File: config.mk
export PLATFORM = sky130hd
export DESIGN_NAME = output_display
export DESIGN_NICKNAME = d
export VERILOG_FILES = /design/src/rtl/display_pkg.sv /design/src/rtl/seg_decoder.sv /design/src/rtl/output_display.sv
export SDC_FILE = /design/constraint.sdc
export NUM_CORES = 1
export LEC_CHECK = 0
export ABC_CLOCK_PERIOD_IN_PS = 4900
export CAP_MARGIN = 20
export CORE_ASPECT_RATIO = 0.75
export CORE_UTILIZATION = 50
export DETAILED_ROUTE_END_ITERATION = 8
export HOLD_SLACK_MARGIN = 0.1
export PLACE_DENSITY = 0.69
export SLEW_MARGIN = 10
export SYNTH_ARGS = -nofsm -noshare
export SYNTH_HDL_FRONTEND = slang
export SYNTH_SLANG_ARGS = --single-unit
File: constraint.sdc
create_clock -name CLK -period 4.9 [get_ports CLK]
set_input_delay 0.98 -clock CLK [delete_from_list [all_inputs] [get_ports CLK]]
set_output_delay 0.98 -clock CLK [all_outputs]
set_load 0.1 [all_outputs]
File: src/rtl/display_pkg.sv
// Shared types and constants for the output-register display path.
// State enum, segment patterns, digit index type, BCD adjust helper.
package display_pkg;

    typedef enum logic [1:0] {
        IDLE,
        CONVERT,
        COMMIT
    } disp_state_t;

    typedef logic [1:0] digit_idx_t;

    localparam logic [6:0] SEG_0     = 7'h3F;
    localparam logic [6:0] SEG_1     = 7'h06;
    localparam logic [6:0] SEG_2     = 7'h5B;
    localparam logic [6:0] SEG_3     = 7'h4F;
    localparam logic [6:0] SEG_4     = 7'h66;
    localparam logic [6:0] SEG_5     = 7'h6D;
    localparam logic [6:0] SEG_6     = 7'h7D;
    localparam logic [6:0] SEG_7     = 7'h07;
    localparam logic [6:0] SEG_8     = 7'h7F;
    localparam logic [6:0] SEG_9     = 7'h6F;
    localparam logic [6:0] SEG_MINUS = 7'h40;
    localparam logic [6:0] SEG_BLANK = 7'h00;

    // Double-dabble correction: add 3 to every nibble >= 5
    function automatic logic [11:0] dabble_adj(input logic [11:0] b);
        logic [11:0] r;
        r = b;
        for (int i = 0; i < 3; i++) begin
            if (b[i*4 +: 4] >= 4'd5)
                r[i*4 +: 4] = b[i*4 +: 4] + 4'd3;
        end
        return r;
    endfunction

endpackage

File: src/rtl/seg_decoder.sv
// Combinational BCD to 7-segment (gfedcba, active-high) decoder.
// Ports: bcd[3:0], blank, minus in; seg[6:0] out. minus beats blank.
module seg_decoder
    import display_pkg::*;
(
    input  logic [3:0] bcd,
    input  logic       blank,
    input  logic       minus,
    output logic [6:0] seg
);

    always_comb begin
        seg = SEG_BLANK;
        if (minus) begin
            seg = SEG_MINUS;
        end else if (!blank) begin
            case (bcd)
                4'd0:    seg = SEG_0;
                4'd1:    seg = SEG_1;
                4'd2:    seg = SEG_2;
                4'd3:    seg = SEG_3;
                4'd4:    seg = SEG_4;
                4'd5:    seg = SEG_5;
                4'd6:    seg = SEG_6;
                4'd7:    seg = SEG_7;
                4'd8:    seg = SEG_8;
                4'd9:    seg = SEG_9;
                default: seg = SEG_BLANK;
            endcase
        end
    end

endmodule

File: src/rtl/output_display.sv
// Output register reader: byte -> decimal (double dabble) -> 4-digit scan.
// Ports: CLK, nRST, load, value, signed_mode in; busy, seg, an out.
// Optional feature: define SIGNED_MODE_EN for two's-complement display.
module output_display
    import display_pkg::*;
#(
    parameter int WIDTH    = 8,
    parameter int SCAN_DIV = 16
) (
    input  logic             CLK,
    input  logic             nRST,
    input  logic             load,
    input  logic [WIDTH-1:0] value,
    input  logic             signed_mode,
    output logic             busy,
    output logic [6:0]       seg,
    output logic [3:0]       an
);

    localparam int CW = $clog2(SCAN_DIV);

    disp_state_t      state, state_nx;
    logic [3:0]       iter;
    logic [11:0]      bcd;
    logic [WIDTH-1:0] bin;
    logic             cur_neg;
    logic             pending;
    logic [WIDTH-1:0] pend_val;
    logic [3:0]       d_ones, d_tens, d_hund;
    logic             d_neg;
    logic [CW-1:0]    scan_cnt;
    digit_idx_t       idx;

    // Source of a new conversion: a load in COMMIT beats the pending slot
    logic [WIDTH-1:0] src_val;
    logic [WIDTH-1:0] mag;
    logic             neg;
    logic             take_load;
    logic [11:0]      adj;

    assign take_load = (state != COMMIT) || load;
    assign src_val   = take_load ? value : pend_val;
    assign adj       = dabble_adj(bcd);

`ifdef SIGNED_MODE_EN
    logic pend_sgn;
    logic src_sm;

    assign src_sm = take_load ? signed_mode : pend_sgn;
    assign neg    = src_sm & src_val[WIDTH-1];

    always_ff @(posedge CLK or negedge nRST) begin
        if (!nRST)
            pend_sgn <= 1'b0;
        else if (load && state != IDLE)
            pend_sgn <= signed_mode;
    end
`else
    logic unused_sm;
    assign unused_sm = signed_mode;
    assign neg       = 1'b0;
`endif

    // Magnitude fits in WIDTH unsigned bits, so the most negative value works
    assign mag = neg ? (~src_val + {{(WIDTH-1){1'b0}}, 1'b1}) : src_val;

    always_ff @(posedge CLK or negedge nRST) begin
        if (!nRST)
            state <= IDLE;
        else
            state <= state_nx;
    end

    always_comb begin
        state_nx = state;
        busy     = (state != IDLE) | pending;
        unique case (state)
            IDLE:    if (load) state_nx = CONVERT;
            CONVERT: if (iter == 4'(WIDTH-1)) state_nx = COMMIT;
            COMMIT:  state_nx = (load || pending) ? CONVERT : IDLE;
            default: state_nx = IDLE;
        endcase
    end

    always_ff @(posedge CLK or negedge nRST) begin
        if (!nRST) begin
            iter     <= 4'd0;
            bcd      <= 12'd0;
            bin      <= '0;
            cur_neg  <= 1'b0;
            pending  <= 1'b0;
            pend_val <= '0;
            d_ones   <= 4'd0;
            d_tens   <= 4'd0;
            d_hund   <= 4'd0;
            d_neg    <= 1'b0;
        end else begin
            if (load && state != IDLE) begin
                pending  <= 1'b1;
                pend_val <= value;
            end
            unique case (state)
                IDLE: begin
                    if (load) begin
                        iter    <= 4'd0;
                        bcd     <= 12'd0;
                        bin     <= mag;
                        cur_neg <= neg;
                    end
                end
                CONVERT: begin
                    bcd  <= {adj[10:0], bin[WIDTH-1]};
                    bin  <= {bin[WIDTH-2:0], 1'b0};
                    iter <= iter + 4'd1;
                end
                COMMIT: begin
                    d_ones <= bcd[3:0];
                    d_tens <= bcd[7:4];
                    d_hund <= bcd[11:8];
                    d_neg  <= cur_neg;
                    if (load || pending) begin
                        pending <= 1'b0;
                        iter    <= 4'd0;
                        bcd     <= 12'd0;
                        bin     <= mag;
                        cur_neg <= neg;
                    end
                end
                default: ;
            endcase
        end
    end

    always_ff @(posedge CLK or negedge nRST) begin
        if (!nRST) begin
            scan_cnt <= '0;
            idx      <= 2'd0;
        end else if (scan_cnt == CW'(SCAN_DIV-1)) begin
            scan_cnt <= '0;
            idx      <= idx + 2'd1;
        end else begin
            scan_cnt <= scan_cnt + 1'b1;
        end
    end

    logic [3:0] m_bcd;
    logic       m_blank;
    logic       m_minus;

    always_comb begin
        m_bcd   = d_ones;
        m_blank = 1'b0;
        m_minus = 1'b0;
        unique case (idx)
            2'd0: m_bcd = d_ones;
            2'd1: begin
                m_bcd   = d_tens;
                m_blank = (d_hund == 4'd0) && (d_tens == 4'd0);
            end
            2'd2: begin
                m_bcd   = d_hund;
                m_blank = (d_hund == 4'd0);
            end
            2'd3: begin
                m_bcd   = 4'd0;
                m_blank = !d_neg;
                m_minus = d_neg;
            end
            default: ;
        endcase
    end

    assign an = 4'b0001 << idx;

    seg_decoder u_dec (
        .bcd   (m_bcd),
        .blank (m_blank),
        .minus (m_minus),
        .seg   (seg)
    );

endmodule
==> reports/metrics.yaml, run 1 <==
outcome: "complete, no violations"
layout_worst_path_cycle_share_pct: 83.4
synth_warnings: 0
port_buffers: 22
maxCapViolations: 0
grt-busiest-layer: "met2"
cts_tree: "yes"
clk_pin_slew_worst_paths_ps: 90
tightestPinTransition_ps: 970
critPathKind: "register to output port"
ir_drop_mv: 0.236
gr-usage-met1_pct: 29.0
gp_congestion: 0.799
io_pins: 24
synth-main-ff-cell: "dfrtp_1"
h-tree-depth: 2
period_minus_slack_ps: 4090
core_area_um2: 5380
drive_gt1_share_pct: 17.2
startpoint_type: "register"
combinationalPowerShare_pct: 35.1
ctsResizeCount: 0
use_met3_pct: 4.09
syn_nets: 306
clk_latency_ps: 310
post_cts_buffers: 0
synthTopCellsByCount: "53 x dfrtp_1, 35 x o21ai_0, 27 x nand2_1"
setup_tns_ps: 0
initialDrtViolationCount: 177
cts_max_path_buffers: 2
fp-row-count: 23
synth_compound_area_share_pct: 16.9
synth_xor_area_share_pct: 2.48
p_sw_mw: 0.558
final_antenna_net_count: 0
ys_ff_latch: 53
crit_path_max_fanout: 10
seq_power_share_pct: 48.3
p_leak_nw: 1.40
power_density_nw_per_um2: 470
p_int_mw: 0.939
die_y_um: 67.1
worstPathRequired_ps: 3920
finalCoreUtilization_pct: 59.2
wl_per_cell_um: 14.1
finalWirelength_mm: 5.26
initial_core_util_pct: 52.5
endpoint_kind: "output port"
max_freq_mhz: 245
area_delta_synth_final_pct: 12.9
grt_overflow: 0
critPathArrivalTime_ps: 3110
cts.sinks: 53
hold_path.class: "register to register"
grtUsageTotal_pct: 19.7
reg2reg_slack_ps: 2810
fp.dieArea_um2: 5960
synth_most_common_cell: "dfrtp_1"
finClkSkew_ps: 11.3
relSlewSlack_pct: 35.1
synth_top_area_cell: "dfrtp_1"
dr.pass1.iters: 4
via_count: 2061
synthSimpleGateAreaFrac_pct: 11.7
switching_share_pct: 37.3
num_antenna_cells: 0
postCtsHoldBufs: 0
power_frac_clock_pct: 16.6
setup_viol: 0
die_x_um: 88.8
gr-usage-met2_pct: 29.4
synth_area_leaders: "dfrtp_1 47%, mux2_2 7.6%, ha_1 7.5%"
grt_first_pass_wirelength_mm: 8.88
async_reset_ff_share_pct: 100
drt-vias-per-instance: 5.54
synth_cell_types: 41
syn_avg_cell_area_um2: 10.2
synth-seq-area-share_pct: 47.0
cts_root_buffer: "clkbuf_8"
synth_top_cell_area_share_pct: 47.0
hold_viol: 0
hold_slack_ps: 484
syn-cell-area_um2: 2820
cts_buffers: 5
synth_edf_count: 0
maxSlewViolCount: 0
first_global_vias: 1898
synth.area.mux_share_pct: 10.4
synthCells: 277
rsz0062_at_grt: "false"
nNetsFinal: 325
grt_max_degree: 54
synthAdderAreaFrac_pct: 7.53
drc: 0
synth_top_family_by_area: "compound AO/OA/AOI/OAI gates"
grt_antenna_before_repair: 0
hpwl_mm: 3.80
-- layout make-up --
cell class	instances	area (µm²)
Tap cell	75	93.8
Inverter	13	48.8
Sequential cell	53	1330
Clock buffer	5	68.8
Fill cell	472	2190
Multi-Input combinational cell	198	1410
Timing Repair Buffer	25	220
Clock inverter	3	21.3
-- path summary, 6_finish.rpt --
path,cells after the start,end,from
min,1,state[1]$_DFFE_PN0P_,iter[3]$_DFFE_PN0P_
max,9,seg[3],idx[0]$_DFFE_PN0N_
max in group asynchronous,2,bcd[8]$_DFFE_PN0P_,nRST
min reg2reg,1,state[1]$_DFFE_PN0P_,iter[3]$_DFFE_PN0P_
max reg2reg,4,bcd[3]$_DFFE_PN0P_,state[1]$_DFFE_PN0P_
min in group asynchronous,2,pend_val[2]$_DFFE_PN0P_,nRST
-- critical path: stages (launching register included) --
cell and delay (ps):
dfrtp_1 440, inv_1 100, ha_1 380, inv_1 120
o21ai_0 490, inv_1 140, ha_1 320, or3_1 390
a21oi_2 140, buf_4 300
-- metrics by stage --
step / total power [mW] / instances / setup WS [ps] / cell area, µm²
final: 1.50 / 372 / 814 / 3190
after global routing: 1.62 / 372 / 565 / 3190
after CTS: 1.51 / 372 / 798 / 3190
after detailed placement: 1.25 / 364 / 1150 / 3100
after global placement: 1.23 / 364 / 1220 / 3100
after floorplan: 1.12 / 277 / 4.35 / 2850
-- sequential cells by signal, indices dropped and copies added (netlist names) --
| signal | cells |
|---|---|
| bcd | 12 |
| bin | 8 |
| d_hund | 4 |
| d_ones | 4 |
| d_tens | 4 |
| idx | 2 |
| iter | 4 |
| pend_val | 8 |
| pending | 1 |
| scan_cnt | 4 |
| state | 2 |
-- routing by layer --
layer | part of all wire, % | vias up
met3 | 3.4 | 5
met1 | 54 | 998
li1 | - | 1019
met4 | 0.87 | 0
met2 | 42 | 39
met5 | 0 | -
-- placed cells by master, fill, tap and decap left out, types with 3 or more instances in the layout --
master,n
a21oi_1,8
a21oi_2,4
a22oi_1,9
buf_4,10
clkbuf_8,5
clkdlybuf4s50_1,14
dfrtp_1,53
ha_1,17
inv_1,13
mux2_2,19
mux2i_1,8
nand2_1,27
nand2b_1,7
nand3_1,6
nor2_1,8
nor3_1,5
o21ai_0,35
o22ai_1,8
or3_1,3
xnor2_1,4
xor2_1,4
-- kinds of logic (layout without fill, tap and decap cells) --
kind of cell	after synthesis	after routing
AND/OR/NAND/NOR	68	68
adder cells (fa/ha/maj)	17	17
AO/OA/AOI/OAI	78	78
flip-flops	53	53
buffers and inverters	26	46
multiplexers	27	27
XOR/XNOR	8	8
-- power by group through the flow --
stage | Clock [mW] | Sequential (mW) | Combinational [mW]
floorplan | 0 | 0.685 | 0.438
global placement | 0 | 0.723 | 0.509
detailed placement | 0 | 0.730 | 0.525
CTS | 0.256 | 0.722 | 0.529
global route | 0.277 | 0.746 | 0.601
finish | 0.249 | 0.722 | 0.526
Note: power is estimated with default switching activity, not from simulation.
==> run 2: changes to the inputs <==
ABC_CLOCK_PERIOD_IN_PS = 4000   (was 4900)
clock period = 4 ns   (was 4.9 ns; I/O delays follow)
==> run 2 against run 1 <==
Against the previous run: count of clock-buffer cells in the layout grew 1; clock power is 19% higher; first-iteration DRC count decreased by 41%; sequential power increased by 22%.
==> reports/metrics.yaml, run 2 (synthesis gave the netlist of run 1 again) <==
setup_tns_ps: 0  # unchanged
critical-path-slowest-cell: "o21ai_0"
drive_gt1_share_pct: 18.5  # +1.3 points
layout_common_cells: "53 x dfrtp_1, 34 x o21ai_0, 27 x nand2_1, 19 x mux2_2"
critPathArrivalTime_ps: 3000  # -110 ps
ir_drop_mv: 0.335  # +42%
port_buffers: 22  # unchanged
critPathKind: "register to output port"
maxCapViolations: 0  # unchanged
crit_chain: "inv_1 -> ha_2 -> inv_1 -> o21ai_0 -> inv_1 -> ha_1 -> or3_1 -> a21oi_4 -> buf_12"
worstReg2RegStart: "state[1]$_DFFE_PN0P_"
max_freq_mhz: 263
first_global_vias: 1758  # -7.4%
finalWirelength_mm: 5.12  # -2.6%
worstSetupStartpoint: "idx[0]$_DFFE_PN0N_"
p_int_mw: 1.15  # +22%
io_pins: 24  # unchanged
fp.dieArea_um2: 5960  # unchanged
initialDrtViolationCount: 105  # -41%
cp_slowest_stage_delay_ps: 500  # about the same
stdcell_count: 373  # +0.27%
final_antenna_net_count: 0  # unchanged
p_leak_nw: 1.40  # about the same
p_sw_mw: 0.669  # +20%
rsz0062_at_grt: "false"
hpwl_mm: 3.80  # +0.12%
fp-row-count: 23  # unchanged
largest_reg_flops: 12  # unchanged
clk_pin_slew_worst_paths_ps: 90  # about the same
fillers: 450  # -4.7%
hold_viol: 0  # unchanged
seq_power_share_pct: 48.3  # about the same
gp_congestion: 0.796  # -0.44%
drt-vias-per-instance: 5.50  # -0.70%
cts.sinks: 53  # unchanged
critPathMostFrequentCell: "inv_1"
nNetsFinal: 326  # +0.31%
final_area_um2: 3260  # +2.4%
die_x_um: 88.8  # unchanged
area_delta_synth_final_pct: 15.6
grtUsageTotal_pct: 19.0  # -0.67 points
cts_buffers: 5  # unchanged
hold_path.class: "register to register"
startpoint_type: "register"
layout_worst_path_cycle_share_pct: 95.1
endpoint_kind: "output port"
final_common_cell: "dfrtp_1"
top_register: "bcd"
dr.pass1.iters: 4  # unchanged
period_minus_slack_ps: 3800
grt_max_degree: 33  # -39%
power_frac_clock_pct: 16.3  # -0.3 points
hold_start: "iter[3]$_DFFE_PN0P_"
reg_top3: "bcd: 12 flops, bin: 8 flops, pend_val: 8 flops"
placed_cells: 364  # unchanged
cts_root_buffer: "clkbuf_8"
grt_first_pass_wirelength_mm: 8.51  # -4.1%
setup_viol: 0  # unchanged
maxSlewViolCount: 0  # unchanged
h-tree-depth: 2  # unchanged
relSlewSlack_pct: 35.0  # -0.14 points
initial_core_util_pct: 52.5  # unchanged
via_count: 2052  # -0.44%
wl_per_cell_um: 13.7  # -2.9%
cts_max_path_buffers: 2  # unchanged
worstPathRequired_ps: 3200  # -720 ps
grt_overflow: 0  # unchanged
placed_cell_area_um2: 3170  # +2.3%
power_density_nw_per_um2: 557  # +19%
die_y_um: 67.1  # unchanged
crit_path_max_fanout: 10  # unchanged
tightestPinTransition_ps: 972  # +2.08 ps
num_antenna_cells: 0  # unchanged
switching_share_pct: 36.8  # -0.50 points
postCtsHoldBufs: 0  # unchanged
finClkSkew_ps: 9.77  # -1.56 ps
drc: 0  # unchanged
core_area_um2: 5380  # unchanged
cts_tree: "yes"
combinationalPowerShare_pct: 35.4  # +0.3 points
grt_antenna_before_repair: 0  # unchanged
outcome: "complete, no violations"
clk_latency_ps: 300  # about the same
run 2: changes by cell type in the layout (fill, tap and decap cells not counted), moves of 2 or more:
cell     change
nor3_2       -2
nor3_4       +2
ha_2         +3
a21oi_2      -2
buf_12       +2
ha_1         -3
a21oi_4      +3
run 2: area by class of cell:
cell class / count / area (µm²) / area share (%)
multi-input combinational: 198 / 1460 / 44.6
inverter: 13 / 48.8 / 1.49
clock buffer: 6 / 72.6 / 2.22
timing repair buffer: 26 / 253 / 7.74
tap: 75 / 93.8 / 2.87
sequential: 53 / 1330 / 40.6
clock inverter: 2 / 15.0 / 0.460
run 2: worst paths after layout:
path,to,cells after the start,slack (ps)
max in group asynchronous,iter[3]$_DFFE_PN0P_,2,2700
max reg2reg,iter[2]$_DFFE_PN0P_,4,1930
min in group asynchronous,pend_val[4]$_DFFE_PN0P_,1,550
min,state[1]$_DFFE_PN0P_,1,490
min reg2reg,state[1]$_DFFE_PN0P_,1,490
max,seg[3],9,200
run 2: worst max-delay path: cells and delay by family (launching register included):
family	cells	cell delay, ps
compound gates	2	690
fa+ha+maj	2	590
buf+inv	4	550
flops	1	450
simple gates	1	420
run 2: through the flow:
step / utilization (%) / hold slack, ps / setup slack (ps) / power, mW
2_1_floorplan: - / 445 / 163 / 1.38
3_3_place_gp: 58.9 / 467 / 602 / 1.50
3_5_place_dp: 58.9 / 475 / 500 / 1.54
4_1_cts: 60.5 / 489 / 146 / 1.84
5_1_grt: 60.7 / 516 / 26.7 / 1.97
6_report: 60.7 / 485 / 197 / 1.82
run 2: layer usage:
metal  global-route usage, %  part of all wire, %
met2                    26.7                   43
met4                    4.23                  1.1
met1                    29.7                   50
met5                       0                    0
met3                    3.84                  5.3
run 2: power groups by stage:
stage	sequential, mW	combinational, mW	clock (mW)
floorplan	0.839	0.537	0
global placement	0.882	0.620	0
detailed placement	0.891	0.648	0
CTS	0.880	0.650	0.306
global route	0.909	0.741	0.325
finish	0.879	0.643	0.296
run 2: timing repair:
item,4_1_cts,5_1_grt
endpoints found under the hold margin,0,0
setup endpoints to repair,0,2
gates resized for setup,0,1
buffers inserted,0,0
==> run 3: changes to the inputs <==
SLEW_MARGIN = 20   (was 10)
==> run 3 against run 2 <==
Against the previous run: combinational power about the same; non-clock buffer count down 1; via count about the same; clock power hardly changed; hold slack hardly changed; critical path type unchanged; largest power group unchanged.
==> reports/metrics.yaml, run 3 (synthesis gave the netlist of run 1 again) <==
outcome: "complete, no violations"
reg_top3: "bcd: 12 flops, bin: 8 flops, pend_val: 8 flops"
power_density_nw_per_um2: 558  # +0.19%
pre_cts_ws_ps: 500  # unchanged
num_antenna_cells: 0  # unchanged
rsz0062_at_grt: "false"
area_delta_synth_final_pct: 15.4
nNetsFinal: 325  # -0.31%
critPathKind: "register to output port"
tightestPinTransition_ps: 973  # +1.46 ps
postCtsHoldBufs: 0  # unchanged
timing.final.ws_setup_ps: 226  # +28.2 ps
largest_reg_flops: 12  # unchanged
layout_common_cells: "53 x dfrtp_1, 34 x o21ai_0, 27 x nand2_1, 19 x mux2_2"
grt_antenna_before_repair: 0  # unchanged
die_x_um: 88.8  # unchanged
final_common_cell: "dfrtp_1"
port_buffers: 22  # unchanged
grt_max_degree: 33  # unchanged
cts_tree: "yes"
r2r-end: "iter[2]$_DFFE_PN0P_"
ir_drop_mv: 0.335  # about the same
setup_tns_ps: 0  # unchanged
period_minus_slack_ps: 3770  # -28.2 ps
maxCapViolations: 0  # unchanged
maxSlewViolCount: 0  # unchanged
layout_worst_path_cycle_share_pct: 94.4  # -0.71 points
max_freq_mhz: 265  # +0.75%
final_antenna_net_count: 0  # unchanged
critPathArrivalTime_ps: 2970  # -30 ps
drt-vias-per-instance: 5.52  # +0.32%
wl_per_cell_um: 13.8  # +0.50%
hold_viol: 0  # unchanged
cts_max_path_buffers: 2  # unchanged
p_leak_nw: 1.39  # -0.26%
cts.sinks: 53  # unchanged
h-tree-depth: 2  # unchanged
reg2reg_depth: 4  # unchanged
grt_overflow: 0  # unchanged
fillers: 449  # -0.22%
first_global_vias: 1758  # unchanged
fp-row-count: 23  # unchanged
reg2reg_slack_ps: 1930  # about the same
post_cts_buffers: 0  # unchanged
cts_root_buffer: "clkbuf_8"
dr.pass1.iters: 4  # unchanged
die_y_um: 67.1  # unchanged
initial_core_util_pct: 52.5  # unchanged
drc: 0  # unchanged
finalWirelength_mm: 5.13  # +0.23%
fp.dieArea_um2: 5960  # unchanged
worstReg2RegStart: "state[1]$_DFFE_PN0P_"
hold_path.class: "register to register"
clk_pin_slew_worst_paths_ps: 90  # about the same
cts_buffers: 5  # unchanged
via_count: 2053  # +0.049%
relSlewSlack_pct: 34.9  # -0.098 points
total_power_mw: 1.82  # about the same
worstSetupStartpoint: "idx[0]$_DFFE_PN0N_"
ctsResizeCount: 0  # unchanged
clk_latency_ps: 300  # about the same
initialDrtViolationCount: 76  # -28%
top_register: "bcd"
crit_end: "seg[3]"
endpoint_kind: "output port"
grt_first_pass_wirelength_mm: 8.51  # unchanged
crit_path_max_fanout: 7  # -3
finClkSkew_ps: 10.5  # +0.696 ps
grtUsageTotal_pct: 19.0  # unchanged
io_pins: 24  # unchanged
core_area_um2: 5380  # unchanged
startpoint_type: "register"
drive_gt1_share_pct: 18.5  # +0.062 points
setup_viol: 0  # unchanged
worstPathRequired_ps: 3200  # about the same
gp_congestion: 0.796  # unchanged
hpwl_mm: 3.80  # unchanged
==> run 3: cell types whose count changed in the layout (fill, tap and decap cells not counted), sizes merged <==
cell and change:
buf -1
==> run 3: area by class of cell <==
class | instances | area, µm² | area share, %
timing repair buffer | 25 | 245 | 7.52
sequential | 53 | 1330 | 40.7
tap | 75 | 93.8 | 2.88
multi-input combinational | 198 | 1460 | 44.7
inverter | 13 | 48.8 | 1.50
clock inverter | 2 | 15.0 | 0.461
clock buffer | 6 | 72.6 | 2.23
==> run 3: through the flow <==
step | instance area [µm²] | utilization (%) | std cells | hold WS [ps]
finish | 3260 | 60.6 | 372 | 485
global placement | 3170 | 58.9 | 364 | 467
floorplan | 2900 | - | 277 | 445
detailed placement | 3170 | 58.9 | 364 | 475
CTS | 3260 | 60.5 | 372 | 489
global route | 3260 | 60.6 | 372 | 516
==> run 3: critical path: stages, from the launching register on <==
cell	delay, ps
dfrtp_1	450
inv_1	110
ha_2	250
a22oi_1	110
o21ai_0	430
inv_1	170
ha_1	330
or3_1	430
a21oi_4	190
buf_12	190
==> run 3: metal layers <==
metal / global-route usage (%) / routed length, µm / up-vias
met5: 0 / 0 / -
met4: 4.23 / 55 / 0
met3: 3.84 / 187 / 7
met2: 26.7 / 2230 / 34
met1: 29.7 / 2660 / 985
li1: - / - / 1027
==> run 3: power breakdown <==
part	internal, mW	leakage (nW)	switching, mW
Sequential	0.726	0.661	0.154
Clock	0.124	0.0374	0.172
Combinational	0.300	0.695	0.344
==> run 3: how the worst min path moves through the flow <==
stage | start | endpoint | slack [ps] | cells after the start
floorplan | iter[3]$_DFFE_PN0P_ | state[1]$_DFFE_PN0P_ | 450 | 1
global placement | iter[3]$_DFFE_PN0P_ | state[1]$_DFFE_PN0P_ | 470 | 1
detailed placement | iter[3]$_DFFE_PN0P_ | state[1]$_DFFE_PN0P_ | 470 | 1
CTS | iter[3]$_DFFE_PN0P_ | state[1]$_DFFE_PN0P_ | 490 | 1
global route | iter[3]$_DFFE_PN0P_ | state[1]$_DFFE_PN0P_ | 520 | 1
finish | iter[3]$_DFFE_PN0P_ | state[1]$_DFFE_PN0P_ | 490 | 1
==> edit: new RTL, config.mk and constraints of run 2 <==
Register the input `value` before use, with the module's reset. The logic sees it one clock later. The other inputs are not delayed to match.
--- a/src/rtl/output_display.sv
+++ b/src/rtl/output_display.sv
@@ -21,2 +21,12 @@
 
+    logic [WIDTH-1:0] value_q;
+
+    always_ff @(posedge CLK or negedge nRST) begin
+        if (!nRST) begin
+            value_q <= '0;
+        end else begin
+            value_q <= value;
+        end
+    end
+
     disp_state_t      state, state_nx;
@@ -41,3 +51,3 @@
     assign take_load = (state != COMMIT) || load;
-    assign src_val   = take_load ? value : pend_val;
+    assign src_val   = take_load ? value_q : pend_val;
     assign adj       = dabble_adj(bcd);
@@ -99,3 +109,3 @@
                 pending  <= 1'b1;
-                pend_val <= value;
+                pend_val <= value_q;
             end
Function: same outputs for any inputs over 10 cycles, from zero or initial values and one cycle with nRST low; that may be too few to reach the edited logic, so the function may still have changed.
==> edit against run 2 <==
  * Setup slack better by 0.051 ns
  * Final area rose by 12%
  * First-iteration DRC count decreased by 2.9%
  * Critical endpoint is now seg[0]
  * Critical path type unchanged
  * Wire length is 8.3% higher
  * Area after synthesis rose by 8.0%
  * Via count up 5.8%
  * Sequential cell count grew 8
  * Non-clock buffer count is 1 higher
Power is not compared: it rests on default switching activity, and its combinational part moved more than twofold at a synthesized area within 25%.
==> edit: results <==
final_layout:
  layout-drive-gt1-share_pct: 21.1
  top_register: "bcd"
  fillCellCount: 484
  largest_reg_flops: 12
  design.final.nets: 342
worst_hold_path:
  min_from: "d_ones[0]"
  hold_depth: 2
  holdPathEnd: "d_ones[0]"
synth:
  synth_area_leaders: "dfrtp_1 50%, ha_1 7.4%, mux2_2 7.0%"
  synth_cell_types: 42
  synth_ff_type: "dfrtp_1"
  ys_async_sr_fraction_pct: 100
  syn-num-nets: 317
  ys_top_cells_by_count: "61 x dfrtp_1, 33 x o21ai_0, 27 x nand2_1"
  yosysSeqAreaShare_pct: 50.0
cts:
  numCtsBuffers: 9
  htree_levels: 3
  worstSkewPairLatency_ns: 0.33
  cts-root-buf: "clkbuf_8"
  clk_pin_slew_ns: 0.06
detailed_routing:
  routed_wirelength_um: 5550
  initialDrtViolationCount: 102
  wl_met1_um: 2920
  met2_wirelength_um: 2390
  via_per_inst: 5.50
  wl_met3_um: 197
  first_pass_iters: 4
setup_path:
  r2r_slack_ns: 1.86
  cp.arrival_ns: 2.95
  cp_max_fo: 8
  cp-endpoint: "seg[0]"
  ff2ff_path_depth: 4
  r2r_end: "iter[3]"
pwr:
  vdd_drop_max_uv: 301
  leakagePower_nw: 1.58
sta:
  skew_ns: 0.00456
  fin_ws_ns: 0.249
  worst_pin_slew_ns: 0.971
grt:
  grt_max_degree: 45
  grt_use_met3_pct: 6.25
  grtUsageMet1_pct: 28.9
  met2_usage_pct: 27.5
  grt_pass1_wl_um: 9700
  grt_pass1_vias: 2028
  grt_use_total_pct: 19.6
placed_design:
  dp_slack_ns: 0.537
  dp_hpwl_um: 3930
  io_buffers: 22
  place_congestion: 0.768
run_status:
  status: "complete, no violations"
edit: cell families (layout without fill, tap and decap cells):
kind of cell | count (synthesis) | count (layout) | share of synthesized area (%)
AOI/OAI and AO/OA | 82 | 82 | 17.1
xor gates and xnor gates | 7 | 7 | 2.01
adders and majority gates | 18 | 18 | 7.38
buffers and inverters | 27 | 57 | 3.90
DFF | 61 | 61 | 50.0
muxes | 26 | 26 | 9.31
and+or+nand+nor | 66 | 66 | 10.3
edit: final cells by class:
| cell class | count | share of cell area (%) |
|---|---|---|
| Sequential cell | 61 | 41.8 |
| Clock inverter | 5 | 1.37 |
| Inverter | 14 | 1.44 |
| Multi-Input combinational cell | 199 | 40.7 |
| Clock buffer | 11 | 3.87 |
| Timing Repair Buffer | 27 | 8.18 |
| Tap cell | 78 | 2.67 |
edit: critical path, stage by stage (launching register included):
cell and delay [ns]:
dfrtp_1 0.42, inv_1 0.14, ha_2 0.28, a221oi_1 0.11, buf_4 0.16, or2_2 0.35
ha_1 0.21, mux2_2 0.26, o22ai_1 0.15, o21ai_1 0.16, a21oi_4 0.20, buf_12 0.19
edit: per-stage QoR:
step           power, W  cell area [sq um]  instances  hold slack (ns)  utilization [%]
2_1_floorplan  0.000790               3120        287            0.437                -
3_3_place_gp   0.000832               3430        377            0.464             58.6
3_5_place_dp   0.000838               3430        377            0.476             58.6
4_1_cts         0.00137               3620        393            0.486             61.9
5_1_grt         0.00141               3650        395            0.505             62.4
6_report        0.00135               3650        395            0.482             62.4
edit: power by group:
group	internal [W]	switching (W)
Combinational	0.0000587	0.0000443
Sequential	0.000673	0.0000471
Clock	0.000300	0.000227
Total	0.00103	0.000319
